$ cat src/rtl/cpu_alu_pkg.sv
// Shared definitions for the ALU carry/flag logic: carry-in mode encodings,
// multi-word sequencer states and flag-vector bit positions.
package cpu_alu_pkg;

    localparam logic [1:0] SCI_ZERO  = 2'b00;
    localparam logic [1:0] SCI_ONE   = 2'b01;
    localparam logic [1:0] SCI_FLAG  = 2'b10;
    localparam logic [1:0] SCI_CHAIN = 2'b11;

    typedef enum logic [1:0] {
        ST_IDLE  = 2'd0,
        ST_CHAIN = 2'd1,
        ST_DONE  = 2'd2
    } mw_state_t;

    localparam int FLAG_C = 0;
    localparam int FLAG_Z = 1;
    localparam int FLAG_V = 2;
    localparam int FLAG_S = 3;
    localparam int FLAG_W = 4;

    // Carry-in outside a chained sequence; SCI_CHAIN has no carry to chain
    // from, so it degenerates to zero.
    function automatic logic sci_base_cin(input logic [1:0] sci, input logic flag_c);
        logic cin;
        case (sci)
            SCI_ZERO: cin = 1'b0;
            SCI_ONE:  cin = 1'b1;
            SCI_FLAG: cin = flag_c;
            default:  cin = 1'b0;
        endcase
        return cin;
    endfunction

endpackage

$ cat src/rtl/cin_mux.sv
// ALU carry-in selector: legacy sci decode, overridden by the chained carry
// while a multi-word operation is running.
module cin_mux
    import cpu_alu_pkg::*;
(
    input  logic [1:0] sci,
    input  logic       flag_c,
    input  logic       chain_c,
    input  logic       chain_active,
    output logic       alu_cin
);

    always_comb begin
        alu_cin = sci_base_cin(sci, flag_c);
        if (chain_active) begin
            alu_cin = chain_c;
        end
    end

endmodule

$ cat src/rtl/carry_flag_unit.sv
// Carry-in generation, C/Z/V/S flag register and multi-word operation
// sequencer sitting between the microcode sequencer and the ALU datapath.
module carry_flag_unit
    import cpu_alu_pkg::*;
#(
    parameter int WIDTH     = 16,
    parameter int MAX_WORDS = 4,
    parameter int CNT_W     = $clog2(MAX_WORDS + 1)
) (
    input  logic             clk,
    input  logic             reset,
    input  logic [1:0]       sci,
    input  logic             flag_en,
    input  logic             alu_cout,
    input  logic             alu_ovf,
    input  logic [WIDTH-1:0] alu_result,
    input  logic             mw_start,
    input  logic [CNT_W-1:0] mw_words,
    input  logic             beat_valid,
    output logic             beat_ready,
    output logic             alu_cin,
    output logic             flag_c,
    output logic             flag_z,
    output logic             flag_v,
    output logic             flag_s,
    output logic             mw_busy,
    output logic             mw_done
);

    localparam logic [CNT_W-1:0] MAX_WORDS_C = CNT_W'(MAX_WORDS);
    localparam logic [CNT_W-1:0] ONE_C       = CNT_W'(1);

    mw_state_t         state_reg;
    logic [FLAG_W-1:0] flags_reg;
    logic              chain_c_reg;
    logic              z_acc_reg;
    logic [CNT_W-1:0]  words_reg;
    logic [CNT_W-1:0]  cnt_reg;
    logic              mw_done_reg;

    logic              in_chain;
    logic              result_zero;
    logic              beat_accept;
    logic              last_beat;
    logic [CNT_W-1:0]  words_clamped;

    always_comb begin
        in_chain      = (state_reg == ST_CHAIN);
        result_zero   = (alu_result == '0);
        beat_accept   = in_chain && beat_valid;
        last_beat     = beat_accept && (cnt_reg == (words_reg - ONE_C));
        words_clamped = (mw_words > MAX_WORDS_C) ? MAX_WORDS_C : mw_words;
    end

    // In IDLE the mux output is exactly the starting carry of a new
    // sequence, computed from the flag_c value before any same-cycle load.
    cin_mux u_cin_mux (
        .sci          (sci),
        .flag_c       (flags_reg[FLAG_C]),
        .chain_c      (chain_c_reg),
        .chain_active (in_chain),
        .alu_cin      (alu_cin)
    );

    always_ff @(posedge clk) begin
        if (!reset) begin
            state_reg   <= ST_IDLE;
            flags_reg   <= '0;
            chain_c_reg <= 1'b0;
            z_acc_reg   <= 1'b1;
            words_reg   <= '0;
            cnt_reg     <= '0;
            mw_done_reg <= 1'b0;
        end else begin
            mw_done_reg <= last_beat;
            case (state_reg)
                ST_IDLE: begin
                    if (flag_en) begin
                        flags_reg[FLAG_C] <= alu_cout;
                        flags_reg[FLAG_Z] <= result_zero;
                        flags_reg[FLAG_V] <= alu_ovf;
                        flags_reg[FLAG_S] <= alu_result[WIDTH-1];
                    end
                    if (mw_start && (mw_words != '0)) begin
                        state_reg   <= ST_CHAIN;
                        words_reg   <= words_clamped;
                        cnt_reg     <= '0;
                        z_acc_reg   <= 1'b1;
                        chain_c_reg <= alu_cin;
                    end
                end
                ST_CHAIN: begin
                    if (beat_accept) begin
                        chain_c_reg <= alu_cout;
                        z_acc_reg   <= z_acc_reg & result_zero;
                        cnt_reg     <= cnt_reg + ONE_C;
                        if (last_beat) begin
                            flags_reg[FLAG_C] <= alu_cout;
                            flags_reg[FLAG_Z] <= z_acc_reg & result_zero;
                            flags_reg[FLAG_V] <= alu_ovf;
                            flags_reg[FLAG_S] <= alu_result[WIDTH-1];
                            state_reg         <= ST_DONE;
                        end
                    end
                end
                ST_DONE: begin
                    state_reg <= ST_IDLE;
                end
                default: begin
                    state_reg <= ST_IDLE;
                end
            endcase
        end
    end

    always_comb begin
        beat_ready = in_chain;
        mw_busy    = in_chain;
        mw_done    = mw_done_reg;
        flag_c     = flags_reg[FLAG_C];
        flag_z     = flags_reg[FLAG_Z];
        flag_v     = flags_reg[FLAG_V];
        flag_s     = flags_reg[FLAG_S];
    end

endmodule

$ cat config.mk
export PLATFORM = sky130hd
export DESIGN_NAME = carry_flag_unit
export DESIGN_NICKNAME = d
export VERILOG_FILES = /design/src/rtl/cpu_alu_pkg.sv /design/src/rtl/cin_mux.sv /design/src/rtl/carry_flag_unit.sv
export SDC_FILE = /design/constraint.sdc
export NUM_CORES = 1
export LEC_CHECK = 0
export CORE_MARGIN = 4
export CORE_UTILIZATION = 44
export DETAILED_ROUTE_END_ITERATION = 8
export GPL_TIMING_DRIVEN = 0
export PLACE_DENSITY = 0.87
export RECOVER_POWER = 25
export SLEW_MARGIN = 20
export SYNTH_ARGS = -nofsm -noshare
export SYNTH_HDL_FRONTEND = slang
export SYNTH_SLANG_ARGS = --single-unit
export TNS_END_PERCENT = 1
$ cat constraint.sdc
create_clock -name clk -period 4.3 [get_ports clk]
set_input_delay 1.29 -clock clk [delete_from_list [all_inputs] [get_ports clk]]
set_output_delay 1.29 -clock clk [all_outputs]
set_load 0.03 [all_outputs]
==> run metrics <==
post-synth top area cell=dfxtp_1; top post-synthesis cells by count=dfxtp_1 (15), o21ai_0 (8), nand2_1 (7), nand3_1 (7); number of global-route vias before repair=~840; Setup crit end kind=primary output; asr flop ratio synth=0%; Synth Register Bits=15; pre-CTS setup slack=-0.0954 ns; CTS Root Cell=clkbuf_4; Worst setup SP type=primary input; final worst setup slack=between 0.15 and 0.2 ns; via count=773; Req. time, crit path=3.01 ns; Total GRT Usage=17.1%; final hold violation count=0; Worst Tran Pin Value=between 0.8 and 0.9 ns; syn avg cell area=9.38 um2; Die Height=roughly 51 um; total power divided by cell area=263 mW/mm2; Rows=15; Relative slew margins=between 40% and 50%; Peak VDD IR=approximately 0.15 mV; HP Class=reg2reg; Worst EP arrival=about 2.8 ns; DPL Wire Length=between 1.5 and 2 mm; Antenna Cells=0; Max Slew Vio Count=0; CTS tree=done; cell with the most instances after synthesis=dfxtp_1; Highest Clock Rate=about 0.24 GHz; IO Pins=36; min-delay src=flags_reg[2]; global route overflow=0; global-route wire length before repair=3.35 mm; Sum Neg Setup Slack=0 ns; R2R Setup Slk=approximately 2.8 ns; crit share post-route=95.8%; RSZ-0062 raised after global routing=false; cell count after synthesis=between 80 and 90; hold buffers post-CTS=0; TritonCTS Buffers=3; worst-case clock buffer depth=2; ranking of synthesized cells by area=dfxtp_1 (37%), ha_1 (6.1%), o21ai_0 (4.9%), nand3_1 (4.3%), a41oi_4 (3.4%); Iter 0 DRT Violations=10; # DRC=0; skew final=roughly 0.0088 ns; top cell type's share of synthesized area=between 30% and 40%; Starting Density=between 40 and 50%; status=finished, final reports clean; post-synth net total=119; H-tree depth reported by CTS=1; area growth from synthesis to layout=48.5%; Core ar.=~0.0017 mm2; leakage=around 0.00049 uW; post-route ant nets=0; drt total wl=1.95 mm; CTS Sinks=15; CTS clk-pin slew, worst paths=0.10 ns; YS warnings=0; Layout Nets=about 160; Post-Layout Cell Count=150; Top FF cell, synth=dfxtp_1; reg2reg start=words_reg[0]; Core Util, Final=roughly 69%; WL/cell=around 13 um; RePlAce Congestion=0.763; Port Buffers=34; Post-synth EDFFs=0; post-route minimum period=between 4 and 5 ns; CP Max Fanout=2; pin count of the biggest net entering global routing=11; routed vias/inst=slightly above 5; Detailed Routing Iterations Pass 1=2; Worst Hold Endpoint=flags_reg[2]; FF-to-FF path depth=6; width of the die=a little over 50 um; Synth cell types=34; share of post-route cells with drive strength above 1=about an eighth; crit path kind=in2out; max reg flops=4; sequential share of the synthesized area=between 30 and 40%; Die ar.=0.00261 mm2; clk_lat worst skew=between 0.2 and 0.3 ns; setup violators final=0; antenna violations before repair=0; Min-Delay Path Depth=2; R2R Path End=flags_reg[0]; Max Cap Viol=0; placed insts=between 100 and 150; final instance area=roughly 0.0012 mm2; Setup crit start=sci[0]; synthesized cell area=between 800 and 900 um2; Post-DP Area=approximately 0.0012 mm2
## report_power, final
part           switching, uW  leakage, uW  internal, uW  total [uW]
Sequential              4.28     0.000122           145         149
Clock                   50.1    0.0000139          35.4        85.5
Combinational           38.5     0.000349          45.5        84.0
Total                   92.8     0.000486           226         319
## worst max-delay path by stage
stage | endpoint | cells past startpoint | slack [ns]
CTS | alu_cin | 6 | 0.17
floorplan | alu_cin | 4 | 0.97
global placement | alu_cin | 6 | -0.07
detailed placement | alu_cin | 6 | -0.1
global route | alu_cin | 6 | 0.05
finish | alu_cin | 6 | 0.18
## cells by family (layout without fill, tap and decap cells)
kind of cell | count (synthesis) | after routing | share of synthesized area [%]
adders and majority gates | 4 | 4 | 6.14
xor gates and xnor gates | 5 | 5 | 7.06
and+or+nand+nor | 34 | 34 | 25.0
AOI/OAI and AO/OA | 20 | 20 | 19.3
buffers and inverters | 9 | 47 | 5.67
DFF | 15 | 15 | 36.8
## per-stage QoR
step / power [uW] / hold slack, ns
6_report: 319 / 0.476
5_1_grt: 335 / 0.528
4_1_cts: 324 / 0.483
3_5_place_dp: 239 / 0.466
3_3_place_gp: 236 / 0.455
2_1_floorplan: 196 / 0.454
## area by class of cell
cell class	count	area, um2
fill	155	534
multi-input combinational	63	464
timing repair buffer	34	339
sequential	15	300
buffer	5	31.3
tap	25	31.3
clock buffer	3	22.5
inverter	4	15.0
clock inverter	1	7.51
## worst max-delay path, cell delays in order
cell and delay (ns):
clkdlybuf4s50_1 0.49, inv_1 0.05, ha_1 0.30, nor3_2 0.21, a21o_1 0.10, dlygate4sd2_1 0.39
## layout by cell type (no fill, tap or decap), drive strengths merged, types with 2 or more instances in the layout
| master | instances |
|---|---|
| nor2 | 2 |
| nand3 | 7 |
| ha | 4 |
| nor3b | 2 |
| clkbuf | 4 |
| nand2 | 7 |
| dlygate4sd3 | 2 |
| dfxtp | 15 |
| o21ai | 8 |
| a22oi | 3 |
| clkdlybuf4s50 | 31 |
| nor2b | 4 |
| nor4 | 4 |
| inv | 4 |
| and3 | 3 |
| buf | 3 |
| xor2 | 3 |
## metal layers
metal	GRT usage, %	vias to the layer above	part of all wire, %
li1	-	389	-
met1	16.3	348	37
met2	32.6	32	51
met3	6.41	4	10
met4	6.28	0	1.9
met5	0	-	0
## timing repair
item	CTS	global route
endpoints found under the setup margin	1	0
buffers inserted	0	0
gates resized for setup	1	0
Power figures use the tool's default switching activity.
